## src/rtl/pattern_gen.sv

```systemverilog
// Multi-channel add/shift pattern generator with per-channel rate dividers and burst length.
// Optional macro PATGEN_SATURATE_EN: add mode saturates instead of wrapping.
module pattern_gen #(
   parameter int unsigned WIDTH     = 8,
   parameter int unsigned CHANNELS  = 2,
   parameter int unsigned DIV_WIDTH = 8,
   parameter int unsigned LEN_WIDTH = 16
) (
   input  logic                          i_clk,
   input  logic                          i_rst,
   input  logic                          i_start,
   input  logic                          i_stop,
   input  logic [CHANNELS-1:0]           i_mode,
   input  logic [CHANNELS*WIDTH-1:0]     i_seed,
   input  logic [CHANNELS*WIDTH-1:0]     i_step,
   input  logic [CHANNELS*DIV_WIDTH-1:0] i_div,
   input  logic [LEN_WIDTH-1:0]          i_len,
   output logic [CHANNELS*WIDTH-1:0]     o_data,
   output logic [CHANNELS-1:0]           o_valid,
   output logic                          o_busy,
   output logic                          o_done
);

   typedef enum logic [1:0] {S_IDLE, S_LOAD, S_RUN, S_DONE} state_t;

   state_t                        r_state;
   logic [CHANNELS-1:0]           r_mode;
   logic [CHANNELS*WIDTH-1:0]     r_seed;
   logic [CHANNELS*WIDTH-1:0]     r_step;
   logic [CHANNELS*DIV_WIDTH-1:0] r_div;
   logic [LEN_WIDTH-1:0]          r_len;
   logic [LEN_WIDTH-1:0]          r_samp;
   logic [DIV_WIDTH-1:0]          r_div_cnt [CHANNELS];

   logic [WIDTH-1:0]              w_next [CHANNELS];
   logic [WIDTH-1:0]              w_shr  [CHANNELS];
   logic                          w_hit  [CHANNELS];
`ifdef PATGEN_SATURATE_EN
   logic [WIDTH:0]                w_sum  [CHANNELS];
`endif

   always_comb begin
      for (int unsigned n = 0; n < CHANNELS; n++) begin
         w_hit[n] = (r_div_cnt[n] == r_div[n*DIV_WIDTH +: DIV_WIDTH]);
         w_shr[n] = o_data[n*WIDTH +: WIDTH] >> 1;
`ifdef PATGEN_SATURATE_EN
         w_sum[n] = {1'b0, o_data[n*WIDTH +: WIDTH]} + {1'b0, r_step[n*WIDTH +: WIDTH]};
`endif
         if (r_mode[n]) begin
            // Shift reloads the captured seed once the value would shift out to zero.
            w_next[n] = (w_shr[n] == '0) ? r_seed[n*WIDTH +: WIDTH] : w_shr[n];
         end else begin
`ifdef PATGEN_SATURATE_EN
            w_next[n] = w_sum[n][WIDTH] ? '1 : w_sum[n][WIDTH-1:0];
`else
            w_next[n] = o_data[n*WIDTH +: WIDTH] + r_step[n*WIDTH +: WIDTH];
`endif
         end
      end
   end

   always_ff @(posedge i_clk or posedge i_rst) begin
      if (i_rst) begin
         r_state <= S_IDLE;
         r_mode  <= '0;
         r_seed  <= '0;
         r_step  <= '0;
         r_div   <= '0;
         r_len   <= '0;
         r_samp  <= '0;
         for (int unsigned n = 0; n < CHANNELS; n++) r_div_cnt[n] <= '0;
         o_data  <= '0;
         o_valid <= '0;
         o_busy  <= 1'b0;
         o_done  <= 1'b0;
      end else begin
         case (r_state)
            S_IDLE: begin
               o_valid <= '0;
               o_done  <= 1'b0;
               if (i_start && !i_stop) begin
                  r_mode  <= i_mode;
                  r_seed  <= i_seed;
                  r_step  <= i_step;
                  r_div   <= i_div;
                  r_len   <= i_len;
                  o_busy  <= 1'b1;
                  r_state <= S_LOAD;
               end
            end
            S_LOAD: begin
               if (i_stop) begin
                  o_busy  <= 1'b0;
                  r_state <= S_IDLE;
               end else begin
                  o_data  <= r_seed;
                  o_valid <= '1;
                  r_samp  <= LEN_WIDTH'(1);
                  for (int unsigned n = 0; n < CHANNELS; n++) r_div_cnt[n] <= '0;
                  r_state <= S_RUN;
               end
            end
            S_RUN: begin
               if (i_stop) begin
                  o_valid <= '0;
                  o_busy  <= 1'b0;
                  r_state <= S_IDLE;
               end else if (r_len != '0 && r_samp == r_len) begin
                  o_valid <= '0;
                  o_busy  <= 1'b0;
                  o_done  <= 1'b1;
                  r_state <= S_DONE;
               end else begin
                  for (int unsigned n = 0; n < CHANNELS; n++) begin
                     o_valid[n] <= w_hit[n];
                     if (w_hit[n]) begin
                        r_div_cnt[n]              <= '0;
                        o_data[n*WIDTH +: WIDTH] <= w_next[n];
                     end else begin
                        r_div_cnt[n] <= r_div_cnt[n] + DIV_WIDTH'(1);
                     end
                  end
                  if (w_hit[0] && r_samp != '1) r_samp <= r_samp + LEN_WIDTH'(1);
               end
            end
            S_DONE: begin
               o_done  <= 1'b0;
               r_state <= S_IDLE;
            end
            default: r_state <= S_IDLE;
         endcase
      end
   end

endmodule

```

## config.mk

```make
export PLATFORM = sky130hd
export DESIGN_NAME = pattern_gen
export DESIGN_NICKNAME = d
export VERILOG_FILES = /design/src/rtl/pattern_gen.sv
export SDC_FILE = /design/constraint.sdc
export NUM_CORES = 1
export LEC_CHECK = 0
export CORE_MARGIN = 4
export CORE_UTILIZATION = 56
export CTS_BUF_LIST = sky130_fd_sc_hd__clkbuf_16
export CTS_CLUSTER_DIAMETER = 40
export CTS_CLUSTER_SIZE = 12
export DETAILED_ROUTE_END_ITERATION = 8
export PLACE_DENSITY_LB_ADDON = 0.05
export SLEW_MARGIN = 10
export SYNTH_ARGS = -nofsm -noshare
export SYNTH_HDL_FRONTEND = slang
export SYNTH_SLANG_ARGS = --single-unit
```

## constraint.sdc

```tcl
create_clock -name i_clk -period 5.9 [get_ports i_clk]
set_clock_uncertainty 0.05 [all_clocks]
set_input_delay 1.77 -clock i_clk [delete_from_list [all_inputs] [get_ports i_clk]]
set_output_delay 1.77 -clock i_clk [all_outputs]
set_load 0.005 [all_outputs]
```

==> results.cfg, run 1 <==
[cts]
post_cts_resized = 0
numCtsBuffers = 17
cts_setup_buffers = 0
ctsRootBufferMaster = clkbuf_16
cts_hold_buf = 0
h-tree-depth = 4
clk_latency_ns = 0.42
cts.clk_slew.worst_paths_ns = 0.05
numClockSinks = 120
cts_buffer_depth = 2
tritoncts = yes

[floorplanning]
ios = 90
core_area_um2 = 11470
placementRows = 39
die_h_um = 116.7
die_x_um = 116.7
start_util_pct = 57.69
die_area_um2 = 13620

[synthesis]
yosys_register_bits = 120
syn_area_um2 = 6615
ys_top_cells_by_area = dfrtp_1 45%, mux2_2 14%, xnor2_1 4.6%, ha_1 4.0%, o21ai_0 2.9%
syn_nets = 695
syn_inst = 602
synth.most_common_cell = dfrtp_1
synthTopCellsByCount = 120 x dfrtp_1, 82 x mux2_2, 45 x nand2_1
synth.largest_area_cell = dfrtp_1
synth_top_cell_area_share_pct = 45.39
synth-edff-count = 0
ys_warn_count = 0
ys_seq_area_share_pct = 45.39
async_flop_share_pct = 100.0
synth_ff_type = dfrtp_1
syn_avg_cell_area_um2 = 10.99
ys_types = 59

[critical_path]
crit_path_max_fanout = 23
path_cells = clkdlybuf4s50_1 -> o21ai_0 -> nand2_1 -> a31o_2 -> nand2b_1 -> mux2_2
slowest_stage = clkdlybuf4s50_1
slowest_delay_ns = 0.62
endpoint_kind = flop
required_ns = 6.15
regToRegSetupSlack_ns = 2.73
crit_arrival_ns = 3.81
path_class = input port to flop
startpoint_type = input port

[global_route]
grt_pass1_wl_mm = 24.67
grt_pass1_vias = 5195
grt-ovfl-total = 0
grt_max_degree = 79
antenna_found_initial = 0
grt.total_usage_pct = 23.05

[pwr]
p_leak_nw = 3.400
fin_total_pwr_mw = 4.488
pwr-share-clk_pct = 25.7
power_density_nw_per_um2 = 544.2
pwr-share-seq_pct = 33.6
switchingPower_mw = 1.565
combPwrFrac_pct = 40.7
p_int_mw = 2.923
peakVddDrop_mv = 0.3474
swShare_pct = 34.87

[sta]
drv_slew = 0
hold_violations = 0
tightestPinTransition_ns = 0.9987
setup_violations = 0
tns_ns = 0
rsz0062_at_grt = no
min_period_ns = 3.555
max_slew_margin_pct = 33.42
timing.final.crit_share_pct = 60.25
max_freq_ghz = 0.2813

[finish]
multiInputGateArea_um2 = 3432
seq_area_um2 = 3003
instances_no_fill = 844
fin_util_pct = 71.91
drive_gt1_share_pct = 18.54
n_antenna_cell = 0
layout.nets = 781
nFillCells = 818
area_growth_pct = 24.66
fin_area_um2 = 8247

[min_path]
hold_class = flop to flop

[route]
wl_per_cell_um = 17.37
viasPerCell = 5.857
vias = 4943
routed_wl_mm = 14.66
drtIter0Drc = 239
ant_nets = 0
drcViolationCount = 0
first_pass_iters = 4

[placed_design]
dpl.hpwl_mm = 10.08
postPlaceCellArea_um2 = 7590
placed_cells = 812
gp_congestion = 0.8696
io_buffers = 89

[run_status]
status = finished, final reports clean

[flow_run]
drv_cap = 0
cell type report:
type / count / area share [%]
Clock buffer: 17 / 5.159
Clock inverter: 15 / 2.807
Inverter: 14 / 0.6676
Multi-Input combinational cell: 442 / 41.62
Sequential cell: 120 / 36.41
Tap cell: 143 / 2.170
Timing Repair Buffer: 93 / 11.17
metal layers:
layer | vias to the layer above | part of all wire (%) | GRT usage [%]
li1 | 2369 | - | -
met1 | 2457 | 44 | 29.14
met2 | 95 | 50 | 38.41
met3 | 22 | 4.7 | 6.839
met4 | 0 | 1.3 | 6.881
met5 | - | 0 | 0
path summary, 6_finish.rpt:
kind	to	cells after the start	from
min in group asynchronous	r_seed[4]	2	i_rst
max in group asynchronous	r_div[4]	3	i_rst
worst min register to register	r_div_cnt[7]	1	r_div_cnt[7]
worst max register to register	r_samp[0]	5	r_state[0]
worst min-delay path	r_div_cnt[7]	1	r_div_cnt[7]
worst max-delay path	o_data[14]	6	i_stop
placed cells by master (no fill, tap or decap), drive strengths merged, types with 3 or more instances in the layout:
cell type / netlist / layout
xnor2: 35 / 35
clkbuf: 8 / 17
ha: 21 / 21
o21a: 3 / 3
a21o: 3 / 3
xor2: 7 / 7
o31ai: 11 / 11
nand2: 45 / 45
nand3: 19 / 19
nor2b: 10 / 10
clkdlybuf4s50: 0 / 89
nand3b: 6 / 6
or4: 7 / 7
nor4: 8 / 8
a21oi: 13 / 13
o311ai: 3 / 3
or3: 3 / 3
inv: 14 / 14
mux2: 83 / 83
and3: 13 / 13
mux2i: 10 / 10
nor2: 20 / 20
buf: 18 / 4
clkinvlp: 0 / 3
a22o: 14 / 14
o21ai: 40 / 40
or2: 6 / 6
nand4: 9 / 9
clkinv: 0 / 6
bufinv: 0 / 6
dfrtp: 120 / 120
nor3: 6 / 6
o221ai: 4 / 4
nand2b: 16 / 16
o211ai: 4 / 4
state kept, by name (all words and copies together), names as in the netlist:
name / count
o_data: 16
r_div: 16
r_div_cnt: 16
r_len: 16
r_samp: 16
r_seed: 16
r_step: 16
o_valid: 2
r_mode: 2
r_state: 2
o_busy: 1
o_done: 1
critical path, delay by kind of cell:
kind            cells  cell delay, ns
simple gates        2            0.53
compound gates      2            0.50
buf+inv             1            0.62
mux                 1            0.39
per-stage QoR:
step	setup slack, ns	hold WS, ns
after floorplan	0.8942	0.4192
after global placement	1.966	0.4416
after detailed placement	1.931	0.4442
after CTS	2.365	0.4561
after global routing	2.204	0.4621
final	2.345	0.4576
power by group through the flow:
stage | Clock, mW | Combinational, mW | Sequential (mW)
2_1_floorplan | 0 | 1.42 | 1.40
3_3_place_gp | 0 | 1.74 | 1.51
3_5_place_dp | 0 | 1.81 | 1.51
4_1_cts | 1.17 | 1.84 | 1.51
5_1_grt | 1.21 | 2.04 | 1.56
6_report | 1.15 | 1.83 | 1.51
cell families after synthesis:
| family | synth area share (%) |
|---|---|
| adder cells (fa/ha/maj) | 4.577 |
| XOR/XNOR | 5.561 |
| multiplexers | 15.70 |
| buffers and inverters | 2.761 |
| AO/OA/AOI/OAI | 11.71 |
| AND/OR/NAND/NOR | 14.30 |
| flip-flops | 45.39 |
Note: power is estimated with default switching activity, not from simulation.
==> run 2: changes to the inputs <==
==> constraint.sdc (replaced) <==
create_clock -name i_clk -period 3.63 [get_ports i_clk]
set_clock_uncertainty 0.05 [all_clocks]
set_input_delay 1.089 -clock i_clk [delete_from_list [all_inputs] [get_ports i_clk]]
set_output_delay 1.089 -clock i_clk [all_outputs]
set_load 0.005 [all_outputs]
==> results.cfg, run 2 (synthesized netlist as in run 1, its figures left out) <==
[run_status]
status = finished, final reports clean

[floorplanning]
placementRows = 39
die_h_um = 116.7
die_x_um = 116.7
core_area_um2 = 11470
ios = 90
die_area_um2 = 13620
start_util_pct = 57.69

[pwr]
peakVddDrop_mv = 0.6638
power_density_nw_per_um2 = 881.8
p_leak_nw = 3.431
fin_total_pwr_mw = 7.332

[cts]
clk_latency_ns = 0.42
numClockSinks = 120
cts_buffer_depth = 2
cts.clk_slew.worst_paths_ns = 0.05
cts_setup_buffers = 0
ctsRootBufferMaster = clkbuf_16
post_cts_resized = 0
cts_hold_buf = 0
numCtsBuffers = 17
h-tree-depth = 4
tritoncts = yes

[min_path]
min_path_cells = 1
worstHoldEndpoint = r_seed[6]
hold_class = flop to flop
min-delay-start = r_seed[6]

[critical_path]
rr_endpoint = r_samp[6]
path_buf_inv = 1
regToRegSetupSlack_ns = 0.83
path_class = input port to flop
crit_cells = 5
slowest_stage = clkdlybuf4s50_1
slowest_delay_ns = 0.55
crit_path_max_fanout = 18
required_ns = 3.88
r2r_cells = 6
startpoint_type = input port
path_delay_family = simple AND/OR/NAND/NOR gates
r2r_start = r_div_cnt[13]
crit_arrival_ns = 3.08
path_cells = clkdlybuf4s50_1 -> nor2_1 -> nand3_4 -> or2_0 -> o311ai_1
endpoint_kind = flop

[sta]
tightestPinTransition_ns = 0.8844
min_period_ns = 2.830
worst_slack_ns = 0.8003
hold_violations = 0
tns_ns = 0
max_slew_margin_pct = 40.92
rsz0062_at_grt = no
drv_slew = 0
max_freq_ghz = 0.3534
timing.final.crit_share_pct = 77.95
setup_violations = 0

[finish]
fin_area_um2 = 8315
area_growth_pct = 25.70
drive_gt1_share_pct = 19.01
final_cell_mix = 120 x dfrtp_1, 89 x clkdlybuf4s50_1, 82 x mux2_2
fin_util_pct = 72.52
layout.nets = 785
mostFrequentLayoutCell = dfrtp_1
n_antenna_cell = 0

[placed_design]
dp_slack_ns = 0.4551
postPlaceCellArea_um2 = 7659
io_buffers = 89
gp_congestion = 0.8402
dpl.hpwl_mm = 10.44

[route]
drtIter0Drc = 254
first_pass_iters = 4
drcViolationCount = 0
viasPerCell = 5.863
wl_per_cell_um = 17.39
ant_nets = 0
vias = 4972
routed_wl_mm = 14.74

[flow_run]
drv_cap = 0

[global_route]
grt.total_usage_pct = 23.59
antenna_found_initial = 0
grt-ovfl-total = 0
grt_pass1_wl_mm = 25.29
grt_max_degree = 57
grt_pass1_vias = 5219
==> run 2: stage by stage <==
| stage | std cells | hold slack (ns) |
|---|---|---|
| 2_1_floorplan | 602 | 0.4192 |
| 3_3_place_gp | 816 | 0.4437 |
| 3_5_place_dp | 816 | 0.4431 |
| 4_1_cts | 848 | 0.4570 |
| 5_1_grt | 848 | 0.4787 |
| 6_report | 848 | 0.4618 |
==> run 2: cell type report <==
class                      count  area [µm²]
clock buffer                  17       425.4
clock inverter                15       231.5
fill                         820        3152
inverter                      14       56.30
multi-input combinational    442        3432
sequential                   120        3003
tap                          143       178.9
timing repair buffer          97       988.4
==> run 2: routing by layer <==
layer	global-route usage, %	vias to the layer above	routed length [µm]
met2	39.36	127	7300
met5	0	-	0
li1	-	2392	-
met4	7.416	0	218
met3	6.114	21	718
met1	30.18	2432	6507
==> run 2: worst max-delay path by stage <==
stage	slack [ns]	start	end
floorplan	1.02	i_rst	o_busy
detailed placement	0.46	i_stop	r_samp[0]
global placement	0.51	i_stop	r_samp[0]
finish	0.80	i_stop	r_samp[6]
CTS	0.80	r_div_cnt[13]	r_samp[6]
global route	0.60	r_div_cnt[13]	r_samp[6]
==> run 2: worst register-to-register path: cells and delay by family, from the launching register on <==
family | cells | cell delay, ns
xor gates and xnor gates | 1 | 0.18
and+or+nand+nor | 3 | 0.93
AOI/OAI and AO/OA | 2 | 1.09
DFF | 1 | 0.43
==> run 2: where the power goes <==
| part | internal, mW | switching (mW) | leakage, nW |
|---|---|---|---|
| Clock | 1.28 | 0.607 | 0.316 |
| Sequential | 1.89 | 0.573 | 1.49 |
| Combinational | 1.62 | 1.37 | 1.63 |
| Total | 4.78 | 2.55 | 3.43 |
==> run 3: changes to the inputs <==
==> constraint.sdc (replaced) <==
create_clock -name i_clk -period 2.65 [get_ports i_clk]
set_clock_uncertainty 0.05 [all_clocks]
set_input_delay 0.795 -clock i_clk [delete_from_list [all_inputs] [get_ports i_clk]]
set_output_delay 0.795 -clock i_clk [all_outputs]
set_load 0.005 [all_outputs]
==> results.cfg, run 3 (synthesized netlist as in run 1, its figures left out) <==
[floorplanning]
core_area_um2 = 11470
die_h_um = 116.7
placementRows = 39
die_area_um2 = 13620
start_util_pct = 57.69
die_x_um = 116.7
ios = 90

[cts]
numCtsBuffers = 17
h-tree-depth = 4
numClockSinks = 120
tritoncts = yes
cts_hold_buf = 0
cts_buffer_depth = 2
ctsRootBufferMaster = clkbuf_16
clk_latency_ns = 0.41
cts.clk_slew.worst_paths_ns = 0.05

[sta]
max_slew_margin_pct = 60.08
tightestPinTransition_ns = 0.5939
setup_violations = 0
max_freq_ghz = 0.4037
rsz0062_at_grt = no
hold_violations = 0
drv_slew = 0
tns_ns = 0
timing.final.crit_share_pct = 93.48
min_period_ns = 2.477

[route]
ant_nets = 0
wl_per_cell_um = 17.21
drcViolationCount = 0
viasPerCell = 5.808
first_pass_iters = 4
drtIter0Drc = 250
routed_wl_mm = 14.96
vias = 5047

[pwr]
p_leak_nw = 3.534
fin_total_pwr_mw = 10.12
p_int_mw = 6.581
power_density_nw_per_um2 = 1201
combPwrFrac_pct = 44.5
swShare_pct = 34.97
pwr-share-clk_pct = 23.0
pwr-share-seq_pct = 32.5
peakVddDrop_mv = 0.9206
switchingPower_mw = 3.539

[finish]
layout.nets = 806
area_growth_pct = 27.43
mostFrequentLayoutCell = dfrtp_1
final_cell_mix = 120 x dfrtp_1, 89 x clkdlybuf4s50_1, 82 x mux2_2
n_antenna_cell = 0
nFillCells = 820
drive_gt1_share_pct = 20.80

[critical_path]
path_delay_family = compound AO/OA/AOI/OAI gates
path_class = flop to flop
crit_path_max_fanout = 5
path_cells = ha_1 -> and3_1 -> a221o_1 -> o41ai_2 -> xor2_1 -> a311o_1 -> a22o_1
regToRegSetupSlack_ns = 0.17
slowest_delay_ns = 0.38
slowest_stage = dfrtp_1
required_ns = 2.90
crit_arrival_ns = 2.72
path_buf_inv = 0
startpoint_type = flop
endpoint_kind = flop

[flow_run]
drv_cap = 0

[placed_design]
io_buffers = 89
dpl.hpwl_mm = 10.58
gp_congestion = 0.8337

[global_route]
grt_max_degree = 94
grt.total_usage_pct = 23.35
grt_pass1_wl_mm = 24.87
grt-ovfl-total = 0
antenna_found_initial = 0
grt_pass1_vias = 5158

[run_status]
status = finished, final reports clean

[min_path]
hold_class = flop to flop
==> run 3: final cells by class <==
| class | count | area, µm² | area share (%) |
|---|---|---|---|
| multi-input combinational | 442 | 3440 | 40.80 |
| clock inverter | 15 | 167.7 | 1.989 |
| inverter | 14 | 56.30 | 0.6680 |
| tap | 143 | 178.9 | 2.123 |
| sequential | 120 | 3003 | 35.62 |
| clock buffer | 17 | 425.4 | 5.047 |
| timing repair buffer | 118 | 1159 | 13.74 |
==> run 3: final timing paths <==
kind	start	endpoint	cells after the start
worst max-delay path	o_data[3]	o_data[7]	7
worst min-delay path	r_step[2]	r_step[2]	1
worst max register to register	o_data[3]	o_data[7]	7
worst min register to register	r_step[2]	r_step[2]	1
max in group asynchronous	i_rst	r_len[13]	3
min in group asynchronous	i_rst	r_step[4]	3
==> run 3: what timing repair did <==
action	4_1_cts	5_1_grt
endpoints found under the hold margin	0	0
resized for setup	0	1
buffers inserted	0	0
endpoints found under the setup margin	0	1
==> run 3: through the flow <==
| step | worst slack, ns | utilization [%] | instances | instance area (µm²) | hold WS (ns) |
|---|---|---|---|---|---|
| floorplan | 0.2536 | - | 602 | 6619 | 0.4192 |
| global placement | 0.04334 | 68.27 | 837 | 7829 | 0.4419 |
| detailed placement | 0.02281 | 68.27 | 837 | 7829 | 0.4538 |
| CTS | 0.05316 | 73.44 | 869 | 8422 | 0.4659 |
| global route | 0.04522 | 73.51 | 869 | 8429 | 0.4745 |
| finish | 0.1728 | 73.51 | 869 | 8429 | 0.4628 |
==> run 3: power by group through the flow <==
| stage | sequential (mW) | combinational (mW) | clock (mW) |
|---|---|---|---|
| floorplan | 3.11 | 3.16 | 0 |
| global placement | 3.27 | 4.27 | 0 |
| detailed placement | 3.30 | 4.46 | 0 |
| CTS | 3.29 | 4.50 | 2.36 |
| global route | 3.38 | 4.99 | 2.44 |
| finish | 3.29 | 4.51 | 2.32 |
==> run 3: routing by layer <==
layer / vias to the layer above / GRT usage [%] / share of wire [%]
met5: - / 0 / 0
met3: 29 / 5.492 / 4.2
met1: 2464 / 31.07 / 45
met4: 0 / 8.945 / 2.1
met2: 121 / 37.20 / 49
li1: 2433 / - / -
